### src/rtl/pll_seq_pkg.sv
// Shared types and widths for the PLL reset sequencer: FSM state encoding,
// retry / lock-loss counter widths and a small constant helper.
package pll_seq_pkg;

  localparam int RETRY_W = 4;
  localparam int LOSS_W  = 8;

  typedef enum logic [2:0] {
    PLLRST    = 3'd0,
    WAIT_LOCK = 3'd1,
    STABLE    = 3'd2,
    RUN       = 3'd3,
    FAULT     = 3'd4
  } seq_state_t;

  function automatic int max_of4(input int a, input int b, input int c, input int d);
    int m;
    m = a;
    if (b > m) m = b;
    if (c > m) m = c;
    if (d > m) m = d;
    return m;
  endfunction

endpackage

### src/rtl/sync2.sv
// Two-flop synchronizer with synchronous active-high reset; used for any
// asynchronous input entering the reference clock domain.
module sync2 (
  input  logic clock_in,
  input  logic reset,
  input  logic d,
  output logic q
);

  logic meta;

  always_ff @(posedge clock_in) begin
    if (reset) begin
      meta <= 1'b0;
      q    <= 1'b0;
    end else begin
      meta <= d;
      q    <= meta;
    end
  end

endmodule

### src/rtl/pll_reset_sequencer.sv
// PLL RESETB / system reset sequencer with lock timeout, bounded retries and
// lock-loss re-sequencing. Define PLL_SEQ_LOCK_LOSS_COUNT_EN to build the lock-loss counter.
module pll_reset_sequencer
  import pll_seq_pkg::*;
#(
  parameter int RESET_CYCLES  = 16,
  parameter int LOCK_TIMEOUT  = 12000,
  parameter int STABLE_CYCLES = 1200,
  parameter int RETRY_LIMIT   = 3
) (
  input  logic       clock_in,
  input  logic       reset,
  input  logic       locked,
  input  logic       restart,
  output logic       pll_resetb,
  output logic       sys_reset,
  output logic       ready,
  output logic       fault,
  output logic [3:0] retries,
  output logic [7:0] lock_loss_count
);

  localparam int CNT_MAX = max_of4(RESET_CYCLES, LOCK_TIMEOUT, STABLE_CYCLES, RETRY_LIMIT);
  localparam int CNT_W   = (CNT_MAX > 1) ? $clog2(CNT_MAX) : 1;

  localparam logic [CNT_W-1:0]   RST_LAST  = CNT_W'(RESET_CYCLES - 1);
  localparam logic [CNT_W-1:0]   TMO_LAST  = CNT_W'(LOCK_TIMEOUT - 1);
  localparam logic [CNT_W-1:0]   STB_LAST  = CNT_W'(STABLE_CYCLES - 1);
  localparam logic [RETRY_W-1:0] RETRY_MAX = RETRY_W'(RETRY_LIMIT);

  seq_state_t         state, state_nx;
  logic [CNT_W-1:0]   cnt;
  logic               cnt_clr;
  logic [RETRY_W-1:0] retries_nx;
  logic               lock_s;

  sync2 u_lock_sync (
    .clock_in (clock_in),
    .reset    (reset),
    .d        (locked),
    .q        (lock_s)
  );

  always_comb begin
    state_nx   = state;
    retries_nx = retries;
    case (state)
      PLLRST: begin
        if (cnt == RST_LAST) state_nx = WAIT_LOCK;
      end
      WAIT_LOCK: begin
        // Lock seen on the timeout cycle still counts as a successful lock.
        if (lock_s) begin
          state_nx = STABLE;
        end else if (cnt == TMO_LAST) begin
          retries_nx = retries + RETRY_W'(1);
          state_nx   = (retries_nx == RETRY_MAX) ? FAULT : PLLRST;
        end
      end
      STABLE: begin
        if (!lock_s)               state_nx = WAIT_LOCK;
        else if (cnt == STB_LAST)  state_nx = RUN;
      end
      RUN: begin
        if (!lock_s) begin
          state_nx   = PLLRST;
          retries_nx = '0;
        end
      end
      FAULT:   state_nx = FAULT;
      default: state_nx = PLLRST;
    endcase
    if (restart) begin
      state_nx   = PLLRST;
      retries_nx = '0;
    end
    cnt_clr = restart || (state_nx != state);
  end

  // Outputs are decoded from the next state so they switch on the entry edge.
  always_ff @(posedge clock_in) begin
    if (reset) begin
      state      <= PLLRST;
      cnt        <= '0;
      retries    <= '0;
      pll_resetb <= 1'b0;
      sys_reset  <= 1'b1;
      ready      <= 1'b0;
      fault      <= 1'b0;
    end else begin
      state      <= state_nx;
      cnt        <= cnt_clr ? '0 : cnt + CNT_W'(1);
      retries    <= retries_nx;
      pll_resetb <= (state_nx == WAIT_LOCK) || (state_nx == STABLE) || (state_nx == RUN);
      sys_reset  <= (state_nx != RUN);
      ready      <= (state_nx == RUN);
      fault      <= (state_nx == FAULT);
    end
  end

`ifdef PLL_SEQ_LOCK_LOSS_COUNT_EN
  logic [LOSS_W-1:0] loss_cnt;
  logic              loss_hit;

  assign loss_hit = (state == RUN) && !lock_s && !restart;

  always_ff @(posedge clock_in) begin
    if (reset) begin
      loss_cnt <= '0;
    end else if (loss_hit && (loss_cnt != {LOSS_W{1'b1}})) begin
      loss_cnt <= loss_cnt + LOSS_W'(1);
    end
  end

  assign lock_loss_count = loss_cnt;
`else
  assign lock_loss_count = 8'd0;
`endif

endmodule
### config.mk
export PLATFORM = sky130hd
export DESIGN_NAME = pll_reset_sequencer
export DESIGN_NICKNAME = d
export VERILOG_FILES = /design/src/rtl/pll_seq_pkg.sv /design/src/rtl/sync2.sv /design/src/rtl/pll_reset_sequencer.sv
export SDC_FILE = /design/constraint.sdc
export NUM_CORES = 1
export LEC_CHECK = 0
export CORE_UTILIZATION = 53
export DETAILED_ROUTE_END_ITERATION = 16
export GPL_TIMING_DRIVEN = 0
export PLACE_DENSITY = 0.88
export RECOVER_POWER = 50
export SYNTH_ARGS = -nofsm -noshare
export SYNTH_HDL_FRONTEND = slang
export SYNTH_HIERARCHICAL = 1
export SYNTH_SLANG_ARGS = --single-unit
export TNS_END_PERCENT = 50
### constraint.sdc
create_clock -name clock_in -period 3.1 [get_ports clock_in]
set_clock_uncertainty 0.1 [all_clocks]
set_input_delay 0.31 -clock clock_in [delete_from_list [all_inputs] [get_ports clock_in]]
set_output_delay 0.31 -clock clock_in [all_outputs]
set_load 0.02 [all_outputs]
==> qor.yml <==
status: "completed"
clk_pin_slew_worst_paths_ns: 0.14
final_nets: 190
synth.yosys.seq_area_share_pct: 37.1
post_cts_setup_buffer_count: 0
cts_made_buffers: 3
final_min_period_over_clock_period_pct: 83.5
hold_path.class: "reg2reg"
fp.dieArea_sq_um: 2960
place_congestion: 0.812
final_cell_area_sq_um: 1650
via_count_of_the_first_global_routing_pass: 1076
fmax_mhz: 386
post_synth_main_area_contributors: "sky130_fd_sc_hd__dfxtp_1 (37%), sky130_fd_sc_hd__nor3_2 (6.9%), sky130_fd_sc_hd__xnor2_1 (4.8%), sky130_fd_sc_hd__buf_4 (4.1%), sky130_fd_sc_hd__nor2_1 (3.6%)"
worst-r2r-setup-slack_ns: 0.51
cp_data_required_time_ns: 3.26
startpoint: "cnt[0]"
drt_wl_total_mm: 2.67
vias_per_cell: 5.44
placementRows: 18
cts_root_buffer: "sky130_fd_sc_hd__clkbuf_4"
syn_area_per_cell_sq_um: 9.10
r2r_start: "cnt[0]"
final_layout_setup_total_negative_slack_ns: 0
reg2reg_depth: 7
post-route-drc-count: 0
clock_sink_count: 27
power_per_cell_area_nw_per_um2: 327
cell_area_synth_sq_um: 1460
critPathMaxFanout: 10
detailedRoute.firstIterationViolations: 15
gr-usage-all-layers_pct: 20.7
timing.setup.critical_path_class: "reg2reg"
layout_setup_ws_ns: 0.511
pin_count_of_the_biggest_net_entering_global_routing: 15
initial_core_util_pct: 57.2
synthCells: 160
synth_enable_flop_cells: 0
period_minus_slack_ns: 2.59
drv_cap: 0
p_leak_nw: 0.567
cts_resized: 0
total_power_uw: 538
antenna_found_initial: 0
wl_per_cell_microns: 12.6
worst_hold_startpoint: "u_lock_sync/meta"
cp-start-kind: "flop"
synth_flop_cell: "sky130_fd_sc_hd__dfxtp_1"
synth_top_area_share_pct: 37.1
synth-async-reset-ratio_pct: 0
via_count: 1153
worst_pin_slew_ns: 0.601
detailed_place_hpwl_mm: 2.00
n_antenna_cell: 0
die_width_microns: 54.4
finalHoldViolCount: 0
postPlaceCellArea_sq_um: 1630
ir_worst_vdd_mv: 0.321
layout.cells.most_common_list: "sky130_fd_sc_hd__dfxtp_1 (27), sky130_fd_sc_hd__nor2_1 (14), sky130_fd_sc_hd__nand2_1 (10), sky130_fd_sc_hd__nor3_2 (10), sky130_fd_sc_hd__dlygate4sd3_1 (9)"
slew_headroom_pct: 59.6
number_of_pins_exceeding_their_max_slew_limit_in_the_final_report: 0
place_ws_ns: 0.568
critPathCaptureType: "flop"
fp.coreArea_sq_um: 2540
crit_path_end: "cnt[6]"
chipHeight_microns: 54.4
n_fill_cell: 222
first_pass_iters: 4
yosys.cell_types.count: 47
area.growth.synth_to_final_pct: 13.1
io_buffer_count: 11
rsz_0062_raised_after_global_routing: "no"
clock_path_buffers: 2
cts_max_level: 1
layout_commonest_cell: "sky130_fd_sc_hd__dfxtp_1"
yosysTopAreaCell: "sky130_fd_sc_hd__dfxtp_1"
critical_path.reg2reg.endpoint: "cnt[6]"
clock_latency_ns: 0.32
ios: 20
arrival_ns: 2.75
grt_first_pass_wirelength_mm: 4.45
gr-total-overflow: 0
ys_seq_elements: 27
post_route_cells_drive_above_1_share_pct: 15.9
report.final.setup_viol: 0
route.antenna.remaining_nets: 0
tritoncts: "built"
number_of_buffers_inserted_for_hold_repair_after_clock_tree_synthesis: 0
warnings_synthesis: 6
## routing by layer
layer | wire (microns) | up-vias | track usage (%)
met2 | 1350 | 31 | 39.6
met5 | 0 | - | 0
li1 | - | 596 | -
met1 | 1200 | 524 | 22.5
met3 | 112 | 2 | 5.83
met4 | 12 | 0 | 3.42
## registers in the layout (all words and copies together) (netlist names)
| signal | flops |
|---|---|
| cnt | 14 |
| fault | 1 |
| pll_resetb | 1 |
| ready | 1 |
| retries | 4 |
| state | 3 |
| sys_reset | 1 |
| u_lock_sync/meta | 1 |
| u_lock_sync/q | 1 |
## critical path, stage by stage (launching register included)
cell	delay (ns)
sky130_fd_sc_hd__dfxtp_1	0.42
sky130_fd_sc_hd__ha_1	0.25
sky130_fd_sc_hd__nand4_1	0.20
sky130_fd_sc_hd__or4_1	0.54
sky130_fd_sc_hd__a221oi_1	0.43
sky130_fd_sc_hd__a32oi_1	0.23
sky130_fd_sc_hd__buf_6	0.20
sky130_fd_sc_hd__nor3_2	0.14
## Yosys cell counts (3+ instances only)
| master | n |
|---|---|
| sky130_fd_sc_hd__nand2b_1 | 3 |
| sky130_fd_sc_hd__buf_4 | 8 |
| sky130_fd_sc_hd__nor2b_1 | 4 |
| sky130_fd_sc_hd__dfxtp_1 | 27 |
| sky130_fd_sc_hd__xor2_1 | 6 |
| sky130_fd_sc_hd__nand3_1 | 5 |
| sky130_fd_sc_hd__nand2_1 | 10 |
| sky130_fd_sc_hd__nor2_1 | 14 |
| sky130_fd_sc_hd__o211ai_1 | 3 |
| sky130_fd_sc_hd__xnor2_1 | 8 |
| sky130_fd_sc_hd__nand4_1 | 4 |
| sky130_fd_sc_hd__a21oi_1 | 6 |
| sky130_fd_sc_hd__ha_1 | 3 |
| sky130_fd_sc_hd__nor3_2 | 10 |
| sky130_fd_sc_hd__inv_1 | 5 |
## metrics by stage
stage	hold WS (ns)	util, %	cells
after CTS	0.367	65.1	212
after detailed placement	0.335	64.1	208
after global routing	0.383	64.7	212
after global placement	0.327	64.1	208
final	0.361	64.7	212
after floorplan	0.279	-	167
## worst min path at each step
stage / end / slack, ns / depth (start not counted)
after CTS: u_lock_sync/q / 0.37 / 1
after detailed placement: u_lock_sync/q / 0.33 / 1
final: u_lock_sync/q / 0.36 / 1
after global placement: u_lock_sync/q / 0.33 / 1
after global routing: u_lock_sync/q / 0.38 / 1
after floorplan: pll_resetb / 0.28 / 1
## power breakdown
| group | internal [mW] | switching (mW) |
|---|---|---|
| sequential | 0.350 | 0.00190 |
| combinational | 0.0150 | 0.0214 |
| clock | 0.0504 | 0.0994 |
| total | 0.415 | 0.123 |
## cells by family (layout without fill, tap and decap cells)
family                   Yosys count  after routing  share of synthesized area [%]
AND/OR/NAND/NOR                   72             72                           31.8
flip-flops                        27             27                           37.1
AO/OA/AOI/OAI                     22             22                           10.7
buffers and inverters             19             34                           7.65
XOR/XNOR                          14             14                           8.42
adder cells (fa/ha/maj)            3              3                           2.58
multiplexers                       2              2                           1.46
other                              1              8                          0.257
## area by class of cell
cell class | count | area, sq um | area share, %
plain buffers | 13 | 88.8 | 5.40
clock buffers | 4 | 26.3 | 1.60
inverters | 6 | 22.5 | 1.37
multi-input cells | 121 | 821 | 49.8
flip-flops and latches | 27 | 541 | 32.8
well taps | 30 | 37.5 | 2.28
repair buffers | 11 | 110 | 6.69
(Power assumes the default switching activity.)
